$ cat config.mk
export PLATFORM = sky130hd
export DESIGN_NAME = execute_branch_jump_flat
export DESIGN_NICKNAME = d
export VERILOG_FILES = /design/src/rtl/execute_branch_jump_if.sv /design/src/rtl/execute_branch_jump.sv /design/src/flat_wrapper.sv
export SDC_FILE = /design/constraint.sdc
export NUM_CORES = 1
export LEC_CHECK = 0
export CORE_AREA = 4 4 147 149
export CTS_CLUSTER_DIAMETER = 80
export DETAILED_ROUTE_END_ITERATION = 10
export DIE_AREA = 0 0 151 153
export PLACE_DENSITY = 0.65
export SLEW_MARGIN = 20
export SYNTH_ARGS = -nofsm -noshare
export SYNTH_HDL_FRONTEND = slang
export SYNTH_SLANG_ARGS = --single-unit
$ cat constraint.sdc
create_clock -name clk -period 5.7 [get_ports clk]
set_input_delay 1.14 -clock clk [delete_from_list [all_inputs] [get_ports clk]]
set_output_delay 1.14 -clock clk [all_outputs]
set_load 0.01 [all_outputs]
$ cat src/rtl/execute_branch_jump_if.sv
// Bundle of decode/operand inputs, shared-ALU handshake, completion outputs and perf counters
// for the branch/jump execute unit. The unit uses the slave view; its environment uses master.
interface execute_branch_jump_if #(
    parameter int unsigned XLEN      = 32,
    parameter int unsigned CNT_WIDTH = 32
);
    logic                 flush;
    logic [6:0]           decode_opcode;
    logic [2:0]           decode_funct3;
    logic [XLEN-1:0]      decode_imm;
    logic [XLEN-1:0]      decode_pc;
    logic [XLEN-1:0]      read_rs1_val;
    logic [XLEN-1:0]      read_rs2_val;
    logic                 read_valid;
    logic [XLEN:0]        in_a;
    logic [XLEN:0]        in_b;
    logic [4:0]           alu_op;
    logic                 alu_valid;
    logic [XLEN-1:0]      alu_result;
    logic                 alu_lt;
    logic                 alu_ltu;
    logic                 alu_eq;
    logic                 processing;
    logic                 valid;
    logic [XLEN-1:0]      pc_out;
    logic                 jump_pc;
    logic [XLEN-1:0]      rd_val;
    logic                 rd_write;
    logic [5:0]           exception_num_out;
    logic                 exception_valid_out;
    logic                 cnt_clear;
    logic [CNT_WIDTH-1:0] cnt_branches;
    logic [CNT_WIDTH-1:0] cnt_taken;

    modport slave (
        input  flush, decode_opcode, decode_funct3, decode_imm, decode_pc,
        input  read_rs1_val, read_rs2_val, read_valid,
        output in_a, in_b, alu_op, alu_valid,
        input  alu_result, alu_lt, alu_ltu, alu_eq,
        output processing, valid, pc_out, jump_pc, rd_val, rd_write,
        output exception_num_out, exception_valid_out,
        input  cnt_clear,
        output cnt_branches, cnt_taken
    );

    modport master (
        output flush, decode_opcode, decode_funct3, decode_imm, decode_pc,
        output read_rs1_val, read_rs2_val, read_valid,
        input  in_a, in_b, alu_op, alu_valid,
        output alu_result, alu_lt, alu_ltu, alu_eq,
        input  processing, valid, pc_out, jump_pc, rd_val, rd_write,
        input  exception_num_out, exception_valid_out,
        output cnt_clear,
        input  cnt_branches, cnt_taken
    );
endinterface

$ cat src/rtl/execute_branch_jump.sv
// Control-transfer execute unit: resolves BEQ/BNE/BLT/BGE/BLTU/BGEU, JAL and JALR using the
// shared ALU, produces target/link values, flags misaligned targets and counts branches.
module execute_branch_jump #(
    parameter int unsigned XLEN        = 32,
    parameter int unsigned IALIGN      = 32,
    parameter int unsigned LOCAL_ADDER = 0,
    parameter int unsigned CNT_WIDTH   = 32
) (
    input logic                  clk,
    input logic                  reset,
    execute_branch_jump_if.slave bus
);
    localparam logic [6:0] OpBranch   = 7'b1100011;
    localparam logic [6:0] OpJal      = 7'b1101111;
    localparam logic [6:0] OpJalr     = 7'b1100111;
    localparam logic [4:0] AluAdd     = 5'd0;
    localparam logic [4:0] AluSub     = 5'd1;
    localparam logic [4:0] AluSlt     = 5'd2;
    localparam logic [4:0] AluSltu    = 5'd3;
    localparam logic [4:0] AluUnknown = 5'd8;
    localparam logic [XLEN-1:0] ClearBit0 = {{(XLEN-1){1'b1}}, 1'b0};

    typedef enum logic [0:0] {StCheck, StTarget} state_e;

    state_e               state_q, state_d;
    logic                 is_branch, is_jal, is_jalr, known, take, kill;
    logic [XLEN-1:0]      local_sum, jalr_sum, link, target;
    logic                 complete, taken_req, link_req, branch_req, misaligned;
    logic [CNT_WIDTH-1:0] cnt_branches_q, cnt_branches_d, cnt_taken_q, cnt_taken_d;

    // Private adders: only the link incrementer is always used; the target adders matter
    // when LOCAL_ADDER is set.
    assign local_sum = bus.decode_pc + bus.decode_imm;
    assign jalr_sum  = (bus.read_rs1_val + bus.decode_imm) & ClearBit0;
    assign link      = bus.decode_pc + XLEN'(4);

    // Instruction decode: funct3 2 and 3 are not branches.
    always_comb begin
        is_branch = (bus.decode_opcode == OpBranch) && (bus.decode_funct3[2:1] != 2'b01);
        is_jal    = (bus.decode_opcode == OpJal);
        is_jalr   = (bus.decode_opcode == OpJalr) && (bus.decode_funct3 == 3'd0);
        known     = is_branch || is_jal || is_jalr;
    end

    // Branch condition from the ALU compare flags.
    always_comb begin
        take = 1'b0;
        case (bus.decode_funct3)
            3'd0:    take = bus.alu_eq;
            3'd1:    take = !bus.alu_eq;
            3'd4:    take = bus.alu_lt;
            3'd5:    take = !bus.alu_lt || bus.alu_eq;
            3'd6:    take = bus.alu_ltu;
            3'd7:    take = !bus.alu_ltu || bus.alu_eq;
            default: take = 1'b0;
        endcase
    end

    // Next-state, ALU request and completion outputs.
    always_comb begin
        state_d        = state_q;
        kill           = bus.flush || reset;
        bus.processing = 1'b0;
        bus.alu_valid  = 1'b0;
        bus.alu_op     = AluUnknown;
        bus.in_a       = '0;
        bus.in_b       = '0;
        complete       = 1'b0;
        taken_req      = 1'b0;
        link_req       = 1'b0;
        branch_req     = 1'b0;
        target         = '0;
        unique case (state_q)
            StTarget: begin
                // Second cycle of a taken branch: the ALU is free again for pc+imm.
                bus.processing = 1'b1;
                bus.alu_valid  = 1'b1;
                bus.alu_op     = AluAdd;
                bus.in_a       = {1'b0, bus.decode_pc};
                bus.in_b       = {1'b0, bus.decode_imm};
                target         = bus.alu_result;
                complete       = 1'b1;
                taken_req      = 1'b1;
                branch_req     = 1'b1;
                state_d        = StCheck;
            end
            StCheck: begin
                if (bus.read_valid && known) begin
                    bus.processing = 1'b1;
                    if (is_branch) begin
                        bus.alu_valid = 1'b1;
                        bus.alu_op    = bus.decode_funct3[2] ?
                                        (bus.decode_funct3[1] ? AluSltu : AluSlt) : AluSub;
                        bus.in_a      = {1'b0, bus.read_rs1_val};
                        bus.in_b      = {1'b0, bus.read_rs2_val};
                        if (!take) begin
                            complete   = 1'b1;
                            branch_req = 1'b1;
                        end else if (LOCAL_ADDER != 0) begin
                            target     = local_sum;
                            complete   = 1'b1;
                            taken_req  = 1'b1;
                            branch_req = 1'b1;
                        end else if (!kill) begin
                            state_d = StTarget;
                        end
                    end else begin
                        complete  = 1'b1;
                        taken_req = 1'b1;
                        link_req  = 1'b1;
                        if (LOCAL_ADDER != 0) begin
                            target = is_jal ? local_sum : jalr_sum;
                        end else begin
                            bus.alu_valid = 1'b1;
                            bus.alu_op    = AluAdd;
                            bus.in_a      = {1'b0, is_jal ? bus.decode_pc : bus.read_rs1_val};
                            bus.in_b      = {1'b0, bus.decode_imm};
                            target        = is_jal ? bus.alu_result
                                                   : (bus.alu_result & ClearBit0);
                        end
                    end
                end
            end
            default: state_d = StCheck;
        endcase

        misaligned              = (IALIGN == 16) ? target[0] : (target[1:0] != 2'b00);
        bus.valid               = complete && !kill;
        bus.jump_pc             = bus.valid && taken_req && !misaligned;
        bus.exception_valid_out = bus.valid && taken_req && misaligned;
        bus.rd_write            = bus.valid && link_req && !misaligned;
        bus.rd_val              = link_req ? link : '0;
        bus.pc_out              = taken_req ? target : '0;
        bus.exception_num_out   = '0;
    end

    // Saturating perf counters; clear wins over a simultaneous increment.
    always_comb begin
        cnt_branches_d = cnt_branches_q;
        cnt_taken_d    = cnt_taken_q;
        if (bus.cnt_clear) begin
            cnt_branches_d = '0;
            cnt_taken_d    = '0;
        end else if (bus.valid && branch_req) begin
            if (cnt_branches_q != '1) cnt_branches_d = cnt_branches_q + CNT_WIDTH'(1);
            if (bus.jump_pc && cnt_taken_q != '1) cnt_taken_d = cnt_taken_q + CNT_WIDTH'(1);
        end
    end

    // State and counter registers, synchronous reset.
    always_ff @(posedge clk) begin
        if (reset) begin
            state_q        <= StCheck;
            cnt_branches_q <= '0;
            cnt_taken_q    <= '0;
        end else begin
            state_q        <= state_d;
            cnt_branches_q <= cnt_branches_d;
            cnt_taken_q    <= cnt_taken_d;
        end
    end

    assign bus.cnt_branches = cnt_branches_q;
    assign bus.cnt_taken    = cnt_taken_q;
endmodule

$ cat src/flat_wrapper.sv
// flat-port wrapper written by rule: the top's interface ports become plain ports
module execute_branch_jump_flat 
#(
    parameter int unsigned XLEN        = 32,
    parameter int unsigned IALIGN      = 32,
    parameter int unsigned LOCAL_ADDER = 0,
    parameter int unsigned CNT_WIDTH   = 32
)
  (clk, reset, bus_flush, bus_decode_opcode, bus_decode_funct3, bus_decode_imm, bus_decode_pc, bus_read_rs1_val, bus_read_rs2_val, bus_read_valid, bus_in_a, bus_in_b, bus_alu_op, bus_alu_valid, bus_alu_result, bus_alu_lt, bus_alu_ltu, bus_alu_eq, bus_processing, bus_valid, bus_pc_out, bus_jump_pc, bus_rd_val, bus_rd_write, bus_exception_num_out, bus_exception_valid_out, bus_cnt_clear, bus_cnt_branches, bus_cnt_taken);
  execute_branch_jump_if #(.XLEN(XLEN), .CNT_WIDTH(CNT_WIDTH)) bus_i ();
  input logic clk;
  input logic reset;
  input wire logic [$bits(bus_i.flush)-1:0] bus_flush;
  input wire logic [$bits(bus_i.decode_opcode)-1:0] bus_decode_opcode;
  input wire logic [$bits(bus_i.decode_funct3)-1:0] bus_decode_funct3;
  input wire logic [$bits(bus_i.decode_imm)-1:0] bus_decode_imm;
  input wire logic [$bits(bus_i.decode_pc)-1:0] bus_decode_pc;
  input wire logic [$bits(bus_i.read_rs1_val)-1:0] bus_read_rs1_val;
  input wire logic [$bits(bus_i.read_rs2_val)-1:0] bus_read_rs2_val;
  input wire logic [$bits(bus_i.read_valid)-1:0] bus_read_valid;
  output wire logic [$bits(bus_i.in_a)-1:0] bus_in_a;
  output wire logic [$bits(bus_i.in_b)-1:0] bus_in_b;
  output wire logic [$bits(bus_i.alu_op)-1:0] bus_alu_op;
  output wire logic [$bits(bus_i.alu_valid)-1:0] bus_alu_valid;
  input wire logic [$bits(bus_i.alu_result)-1:0] bus_alu_result;
  input wire logic [$bits(bus_i.alu_lt)-1:0] bus_alu_lt;
  input wire logic [$bits(bus_i.alu_ltu)-1:0] bus_alu_ltu;
  input wire logic [$bits(bus_i.alu_eq)-1:0] bus_alu_eq;
  output wire logic [$bits(bus_i.processing)-1:0] bus_processing;
  output wire logic [$bits(bus_i.valid)-1:0] bus_valid;
  output wire logic [$bits(bus_i.pc_out)-1:0] bus_pc_out;
  output wire logic [$bits(bus_i.jump_pc)-1:0] bus_jump_pc;
  output wire logic [$bits(bus_i.rd_val)-1:0] bus_rd_val;
  output wire logic [$bits(bus_i.rd_write)-1:0] bus_rd_write;
  output wire logic [$bits(bus_i.exception_num_out)-1:0] bus_exception_num_out;
  output wire logic [$bits(bus_i.exception_valid_out)-1:0] bus_exception_valid_out;
  input wire logic [$bits(bus_i.cnt_clear)-1:0] bus_cnt_clear;
  output wire logic [$bits(bus_i.cnt_branches)-1:0] bus_cnt_branches;
  output wire logic [$bits(bus_i.cnt_taken)-1:0] bus_cnt_taken;
  assign bus_i.flush = bus_flush;
  assign bus_i.decode_opcode = bus_decode_opcode;
  assign bus_i.decode_funct3 = bus_decode_funct3;
  assign bus_i.decode_imm = bus_decode_imm;
  assign bus_i.decode_pc = bus_decode_pc;
  assign bus_i.read_rs1_val = bus_read_rs1_val;
  assign bus_i.read_rs2_val = bus_read_rs2_val;
  assign bus_i.read_valid = bus_read_valid;
  assign bus_in_a = bus_i.in_a;
  assign bus_in_b = bus_i.in_b;
  assign bus_alu_op = bus_i.alu_op;
  assign bus_alu_valid = bus_i.alu_valid;
  assign bus_i.alu_result = bus_alu_result;
  assign bus_i.alu_lt = bus_alu_lt;
  assign bus_i.alu_ltu = bus_alu_ltu;
  assign bus_i.alu_eq = bus_alu_eq;
  assign bus_processing = bus_i.processing;
  assign bus_valid = bus_i.valid;
  assign bus_pc_out = bus_i.pc_out;
  assign bus_jump_pc = bus_i.jump_pc;
  assign bus_rd_val = bus_i.rd_val;
  assign bus_rd_write = bus_i.rd_write;
  assign bus_exception_num_out = bus_i.exception_num_out;
  assign bus_exception_valid_out = bus_i.exception_valid_out;
  assign bus_i.cnt_clear = bus_cnt_clear;
  assign bus_cnt_branches = bus_i.cnt_branches;
  assign bus_cnt_taken = bus_i.cnt_taken;
  execute_branch_jump #(.XLEN(XLEN), .IALIGN(IALIGN), .LOCAL_ADDER(LOCAL_ADDER), .CNT_WIDTH(CNT_WIDTH)) u_core (.clk(clk), .reset(reset), .bus(bus_i));
endmodule
Word-level counts from Yosys, hierarchy flattened
Cells that the tools add are included.
Storage, ports and cells
  flip-flop bits (word level): 65
  bits of input ports: 178
  word-level logic and storage cells: 81
Cells by class
  add/subtract/negate cells: 3
  eq/ne operators: 11
  multiplexer cells: 37
  bitwise operators: 1
  reductions and logical operators: 26
Operator list (count)
  $mux 32: 7
  $pmux 33 s2: 2
  $mux 33: 2
  $add 32x1->32 const B: 2
  $ne 32x32->1 const B: 2
  $pmux 32 s2: 1
  $add 32x3->32 const B: 1
  $eq 7x7->1 const B: 3
  $mux 1: 15
  $mux 5: 3
  $eq 3x3->1 const B: 4
  $logic_and 1x1->1: 11
  $pmux 1 s2: 5
  $pmux 5 s2: 1
  $pmux 1 s6: 1
  $logic_not 1->1: 5
  $logic_or 1x1->1: 5
  $reduce_and 2->1: 2
  $eq 3x1->1 const B: 1
  $logic_not 3->1: 1
  $ne 2x1->1 const B: 1
  $reduce_bool 2->1: 1
  $reduce_or 2->1: 1
  $not 1->1: 1

Depth between registers and ports, before layout
Gate-level depths: netlist of run 1.
  depth after elaboration: 12
  mapped depth: 9
  gate-level depth less buffers: 6

Worst setup path before layout of run 1
OpenSTA, ideal clock, no wires.
  kind: input to output
  start: input port bus_decode_pc[2]
  end: output port bus_rd_val[24]
  arrival: 2.644 ns
  required time: 4.560 ns
  slack: 1.916 ns
  stages on the path: 6
  buffers on the path: 0
  cells stage by stage: ha_1 -> nand2_1 -> nor4_1 -> nand4_1 -> xor2_1 -> nor2_1
On the way
  word-level cells in the longest chain between the ends: 2
Ends and longest elaborated chain
  from (decl): RTL line flat_wrapper.sv:17  | input wire logic [$bits(bus_i.decode_pc)-1:0] bus_decode_pc;
  $add 32x3->32: RTL line execute_branch_jump.sv:35  | assign link = bus.decode_pc + XLEN'(4);
  $mux 32: RTL line execute_branch_jump.sv:132  | bus.rd_val = link_req ? link : '0;
  to (decl): RTL line flat_wrapper.sv:33  | output wire logic [$bits(bus_i.rd_val)-1:0] bus_rd_val;
Every way passes these cells.

Worst setup path in the final report of run 1
  start: input port bus_decode_opcode[0]
  end: output port bus_in_b[18]
On the way
  word-level cells in the longest chain between the ends: 7
Ends and longest elaborated chain
  from (decl): RTL line flat_wrapper.sv:14  | input wire logic [$bits(bus_i.decode_opcode)-1:0] bus_decode_opcode;
  $eq 7x7->1: RTL line execute_branch_jump.sv:39  | is_branch = (bus.decode_opcode == OpBranch) && (bus.decode_funct3[2:1] != 2'b01);
  $logic_and 1x1->1: RTL line execute_branch_jump.sv:39
  $logic_or 1x1->1 (2 in a row): RTL line execute_branch_jump.sv:42  | known = is_branch || is_jal || is_jalr;
  $logic_and 1x1->1: RTL line execute_branch_jump.sv:88  | if (bus.read_valid && known) begin
  $mux 33 (*): RTL line execute_branch_jump.sv:88
  $pmux 33 s2 (*): RTL line execute_branch_jump.sv:73  | unique case (state_q)
  to (decl): RTL line flat_wrapper.sv:22  | output wire logic [$bits(bus_i.in_b)-1:0] bus_in_b;
Every way passes the cells marked *; elsewhere a longest branch is shown, timed or not.

==> impl_metrics.yaml, run 1 <==
worst_setup_path:
  crit_fanout: 32
  worstPathArrival_ns: 3.87
  r2r-end: "u_core.bus.cnt_taken[30]"
  critical_path_class: "input pin to output port"
  required_ns: 4.56
  crit_path_start: "bus_decode_opcode[0]"
  worst-r2r-setup-slack_ns: 3.00
  end_kind: "output port"
  cp-start-kind: "input pin"
  rr_worst_depth: 6
  reg2reg_from: "u_core.bus.cnt_taken[0]"
power_and_ir_drop:
  p_leak_nw: 3.40
  p_comb_share_pct: 18.0
  pwr-share-clk_pct: 47.4
  p_per_area_nw_per_um2: 128
  peakVddDrop_uv: 126
  p_sw_share_pct: 23.8
  p_switching_w: 0.000312
  seqPwrFrac_pct: 34.6
  internal_power_w: 0.00100
synthesis:
  syn_area_um2: 5970
  synth_enable_flop_cells: 0
  synth_area_leader_cell: "dfxtp_1"
  syn_avg_cell_area_um2: 6.70
  synthFlopType: "dfxtp_1"
  syn_inst: 891
  synth_top_area_share_pct: 21.8
  ys_ff_latch: 65
  synthTopCellsByCount: "200 x nand2_1, 92 x a21oi_1, 65 x dfxtp_1, 49 x clkbuf_1, 48 x nor2_1"
  ys_types: 56
  synthTopCellsByArea: "dfxtp_1 22%, nand2_1 13%, a21oi_1 7.7%, mux2i_1 5.9%, or3_1 4.0%"
  synthArstFlopShare_pct: 0
  synth_most_common_cell: "nand2_1"
  yosysSeqAreaShare_pct: 21.8
  ys_warn_count: 0
timing:
  tns_ns: 0
  period_minus_slack_ns: 5.01
  relSlewSlack_pct: 24.9
  hold_violations: 0
  finalWorstSetupSlack_ns: 0.687
  finalCritPeriodShare_pct: 88.0
  maxSlewViolCount: 0
  rsz0062_at_grt: "false"
  fmax_mhz: 199
  worst_pin_slew_ns: 1.13
  finalSetupViolations: 0
  fin_skew_ns: 0.00872
grt:
  overflow: 0
  antenna_found_initial: 23
  grt_usage_pct: 26.6
  grt_first_pass_wirelength_um: 47200
  grt_pass1_vias: 7352
  grt_max_degree: 48
finish:
  seqCellArea_um2: 1300
  fillCellCount: 2004
  nets: 1410
  area_growth_pct: 72.1
  drive_above_1_share_pct: 4.46
  multi_input_area_um2: 4300
floorplanning:
  io_pins: 389
  start_util_pct: 29.6
  core_area_um2: 20200
  fp.dieW_um: 151
  design.die.area_um2: 23100
  die_h_um: 153
  row_count: 52
min_path:
  min_to: "u_core.bus.cnt_taken[23]"
  hold_depth: 2
  hold_path.class: "flip-flop to flip-flop"
  hold_start: "u_core.bus.cnt_taken[23]"
clocking:
  root_buffer: "clkbuf_16"
  cts_buffers: 9
  clock_sinks: 65
  path_clk_slew_ns: 0.06
  cts_tree: "done"
  cts_setup_buffers: 0
  clk_latency_ns: 0.34
  clockBufferDepth: 2
  cts_hold_buffers: 0
  cts_max_level: 3
  postCtsResizedCells: 0
detailed_routing:
  detail-route-antenna-nets: 0
  wirelength_um: 32600
  drt_iter0_drc: 670
  first_pass_iters: 7
  routedWlPerCell_um: 21.6
  via_count: 8183
  via_per_inst: 5.42
  drcViolationCount: 0
status:
  status: "finished clean"
placed_design:
  place_congestion: 1.07
  dp_hpwl_um: 26100
  port_buffers: 378
  dp_slack_ns: 0.740
flow_run:
  cap_violations: 0
==> registers in the layout, indices dropped and copies added (netlist names) <==
| name | flops |
|---|---|
| u_core.bus.cnt_taken | 32 |
| u_core.bus.cnt_branches | 32 |
| u_core.state_q | 1 |
==> routing by layer <==
layer,part of all wire (%),GRT usage (%),wire length [um]
met5,0.56,0,184
met4,1.1,4.92,343
met3,12,11.9,4020
met2,43,38.7,14000
met1,43,36.5,14000
==> how the worst max path moves through the flow <==
stage	end	slack, ns	depth (start not counted)
after floorplan	bus_rd_val[24]	1.92	6
after global placement	bus_in_b[18]	0.76	7
after detailed placement	bus_in_b[18]	0.74	7
after CTS	bus_in_b[18]	0.74	7
after global routing	bus_in_b[30]	0.55	7
final	bus_in_b[18]	0.69	7
==> cell type report <==
type	instances	area share (%)
clock buffers	12	2.50
flip-flops and latches	65	12.7
inverters	11	0.402
multi-input cells	744	41.9
well taps	270	3.29
diodes	7	0.170
clock inverters	4	0.730
repair buffers	398	38.4
==> critical path, stage by stage <==
cell	delay [ns]
clkdlybuf4s50_1	0.45
and4b_1	0.33
nand2_1	0.14
or3_1	0.87
nand2_1	0.17
a21oi_1	0.20
clkdlybuf4s50_1	0.56
==> cell usage in the layout, fill, tap and decap left out, types with 6 or more instances in the layout <==
cell type,n
and3_1,19
a41oi_1,6
nand4_1,36
conb_1,10
nor2_1,46
clkdlybuf4s50_1,378
mux2i_1,35
buf_4,19
or4_1,23
inv_1,10
dfxtp_1,65
nor4_1,36
and4_1,11
o21ai_0,8
a21oi_1,92
nor2b_1,32
nand2_1,200
o31ai_1,22
diode_2,7
or3_1,38
nand3_1,39
and2_1,6
clkbuf_16,9
xor2_1,22
==> kinds of logic after synthesis <==
group,share of synthesized area (%)
AOI/OAI and AO/OA,16.6
buffers and inverters,7.17
adders and majority gates,0.629
and+or+nand+nor,44.1
muxes,5.87
other,0.0628
xor gates and xnor gates,3.81
DFF,21.8
==> per-stage QoR <==
stage                     cell area [um2]  total power, W  util, %  std cells  hold slack [ns]
after detailed placement             9930        0.000697     49.2       1488            0.480
final                               10300         0.00131     51.0       1511            0.492
after CTS                           10300         0.00132     50.9       1504            0.491
after floorplan                      6010        0.000534        -        900            0.499
after global placement               9930        0.000696     49.2       1488            0.476
after global routing                10300         0.00136     50.9       1510            0.522
==> power by group through the flow <==
stage | combinational (W) | clock, W | sequential [W]
6_report | 0.000236 | 0.000623 | 0.000454
4_1_cts | 0.000234 | 0.000629 | 0.000454
3_5_place_dp | 0.000233 | 0 | 0.000464
5_1_grt | 0.000251 | 0.000654 | 0.000454
2_1_floorplan | 0.0000698 | 0 | 0.000464
3_3_place_gp | 0.000231 | 0 | 0.000464
Note: power is estimated with default switching activity, not from simulation.
==> run 2: changes to the inputs <==
--- a/config.mk
+++ b/config.mk
@@ -5,11 +5,10 @@
 export SDC_FILE = /design/constraint.sdc
 export NUM_CORES = 1
 export LEC_CHECK = 0
-export CORE_AREA = 4 4 147 149
-export CTS_CLUSTER_DIAMETER = 80
+export CORE_AREA = 4 4 148 150
 export DETAILED_ROUTE_END_ITERATION = 10
-export DIE_AREA = 0 0 151 153
-export PLACE_DENSITY = 0.65
+export DIE_AREA = 0 0 152 154
+export PLACE_DENSITY = 0.64
 export SLEW_MARGIN = 20
 export SYNTH_ARGS = -nofsm -noshare
 export SYNTH_HDL_FRONTEND = slang
==> constraint.sdc (replaced) <==
create_clock -name clk -period 4.9 [get_ports clk]
set_input_delay 0.98 -clock clk [delete_from_list [all_inputs] [get_ports clk]]
set_output_delay 0.98 -clock clk [all_outputs]
set_load 0.01 [all_outputs]
==> impl_metrics.yaml, run 2 (same netlist as run 1, synthesis figures left out) <==
detailed_routing:
  drt_iter0_drc: 567
  wirelength_um: 32700
  via_per_inst: 5.35
  drcViolationCount: 0
  via_count: 8117
  routedWlPerCell_um: 21.6
  detail-route-antenna-nets: 0
  first_pass_iters: 5
timing:
  finalSetupViolations: 0
  worst_pin_slew_ns: 0.929
  tns_ns: 0
  hold_violations: 0
  fmax_mhz: 215
  rsz0062_at_grt: "false"
  relSlewSlack_pct: 37.6
  maxSlewViolCount: 0
  period_minus_slack_ns: 4.65
  fin_skew_ns: 0.00799
  finalCritPeriodShare_pct: 94.9
worst_setup_path:
  crit_chain: "clkdlybuf4s50_1 -> and4b_1 -> and2_1 -> a21o_1 -> o311ai_0 -> buf_4 -> nor4_2 -> clkdlybuf4s50_1"
  path_depth: 8
  crit_fanout: 7
  reg2reg_from: "u_core.bus.cnt_taken[0]"
  rr_worst_depth: 6
  cp-start-kind: "input pin"
  slowest_stage: "clkdlybuf4s50_1"
  crit_path_start: "bus_decode_opcode[5]"
  cpPeakStageDelay_ns: 0.65
  required_ns: 3.92
  path_buf_inv: 3
  end_kind: "output port"
  critPathMostFrequentCell: "clkdlybuf4s50_1"
  worst-r2r-setup-slack_ns: 2.22
  crit_path_end: "bus_rd_write"
  critical_path_class: "input pin to output port"
  r2r-end: "u_core.bus.cnt_taken[22]"
  critPathTopFamily: "buffers and inverters"
  worstPathArrival_ns: 3.67
power_and_ir_drop:
  p_leak_nw: 3.41
  p_switching_w: 0.000365
  p_comb_share_pct: 18.9
  p_per_area_nw_per_um2: 143
  p_sw_share_pct: 24.7
  internal_power_w: 0.00111
  peakVddDrop_uv: 128
  seqPwrFrac_pct: 35.8
  pwr-share-clk_pct: 45.3
grt:
  overflow: 0
  antenna_found_initial: 19
  grt_first_pass_wirelength_um: 48500
  grt_pass1_vias: 7598
  grt_usage_pct: 26.4
  grt_max_degree: 57
clocking:
  clk_latency_ns: 0.34
  cts_hold_buffers: 0
  path_clk_slew_ns: 0.06
  cts_max_level: 3
  clock_sinks: 65
  cts_setup_buffers: 0
  cts_tree: "done"
  cts_buffers: 9
  clockBufferDepth: 2
  root_buffer: "clkbuf_16"
finish:
  design_area_um2: 10300
  final_common_cell: "clkdlybuf4s50_1"
  area_growth_pct: 72.8
  nets: 1415
  drive_above_1_share_pct: 4.85
  final_cell_mix: "378 x clkdlybuf4s50_1, 200 x nand2_1, 92 x a21oi_1"
floorplanning:
  row_count: 53
  start_util_pct: 28.9
  io_pins: 389
  die_h_um: 154
  core_area_um2: 20700
  fp.dieW_um: 152
  design.die.area_um2: 23400
min_path:
  hold_path.class: "flip-flop to flip-flop"
placed_design:
  placed_area_um2: 10000
  dp_hpwl_um: 26600
  place_congestion: 0.930
  port_buffers: 378
flow_run:
  cap_violations: 0
status:
  status: "finished clean"
[run 2: metal layers]
layer  vias up  track usage, %  wire (um)
met5         -               0        184
met4        32            8.13        910
met3        67            10.7       3310
met2       352            39.0      14000
met1      3756            35.2      14300
li1       3910               -          -
[run 2: tightest hold or removal path: cells and delay by family, from the launching register on]
family	cells	cell delay [ns]
DFF	1	0.33
muxes	1	0.05
and+or+nand+nor	1	0.06
[run 2: area by class of cell]
type,count,area (um2)
Fill cell,2050,10400
Multi-Input combinational cell,744,4330
Timing Repair Buffer,403,4000
Sequential cell,65,1300
Tap cell,275,344
Clock buffer,13,260
Inverter,11,41.3
Clock inverter,2,37.5
Antenna cell,4,10.0
[run 2: timing repair]
| action | 4_1_cts | 5_1_grt |
|---|---|---|
| endpoints found under the hold margin | 0 | 0 |
| endpoints found under the setup margin | 0 | 1 |
| gates resized for setup | 0 | 1 |
[run 2: stage by stage]
stage	instances	hold WS, ns	setup slack [ns]	total power, W	utilization, %
after global placement	1498	0.476	0.0708	0.000815	48.3
after CTS	1513	0.493	0.000176	0.00149	49.8
after global routing	1515	0.512	0.0853	0.00153	49.8
after detailed placement	1498	0.485	0.0266	0.000815	48.3
after floorplan	900	0.499	1.44	0.000621	-
final	1517	0.493	0.248	0.00148	49.9
[run 2: how the worst min path moves through the flow]
stage                             start                        to  depth (start not counted)
6_report       u_core.bus.cnt_taken[23]  u_core.bus.cnt_taken[23]                          2
4_1_cts        u_core.bus.cnt_taken[23]  u_core.bus.cnt_taken[23]                          2
2_1_floorplan  u_core.bus.cnt_taken[23]  u_core.bus.cnt_taken[23]                          2
3_3_place_gp   u_core.bus.cnt_taken[23]  u_core.bus.cnt_taken[23]                          2
5_1_grt        u_core.bus.cnt_taken[23]  u_core.bus.cnt_taken[23]                          2
3_5_place_dp   u_core.bus.cnt_taken[23]  u_core.bus.cnt_taken[23]                          2
[run 2: power by group through the flow]
stage          Combinational, W  Sequential [W]  Clock, W
2_1_floorplan         0.0000812        0.000540         0
3_3_place_gp           0.000275        0.000540         0
3_5_place_dp           0.000275        0.000540         0
4_1_cts                0.000277        0.000529  0.000680
5_1_grt                0.000297        0.000528  0.000707
6_report               0.000280        0.000529  0.000669
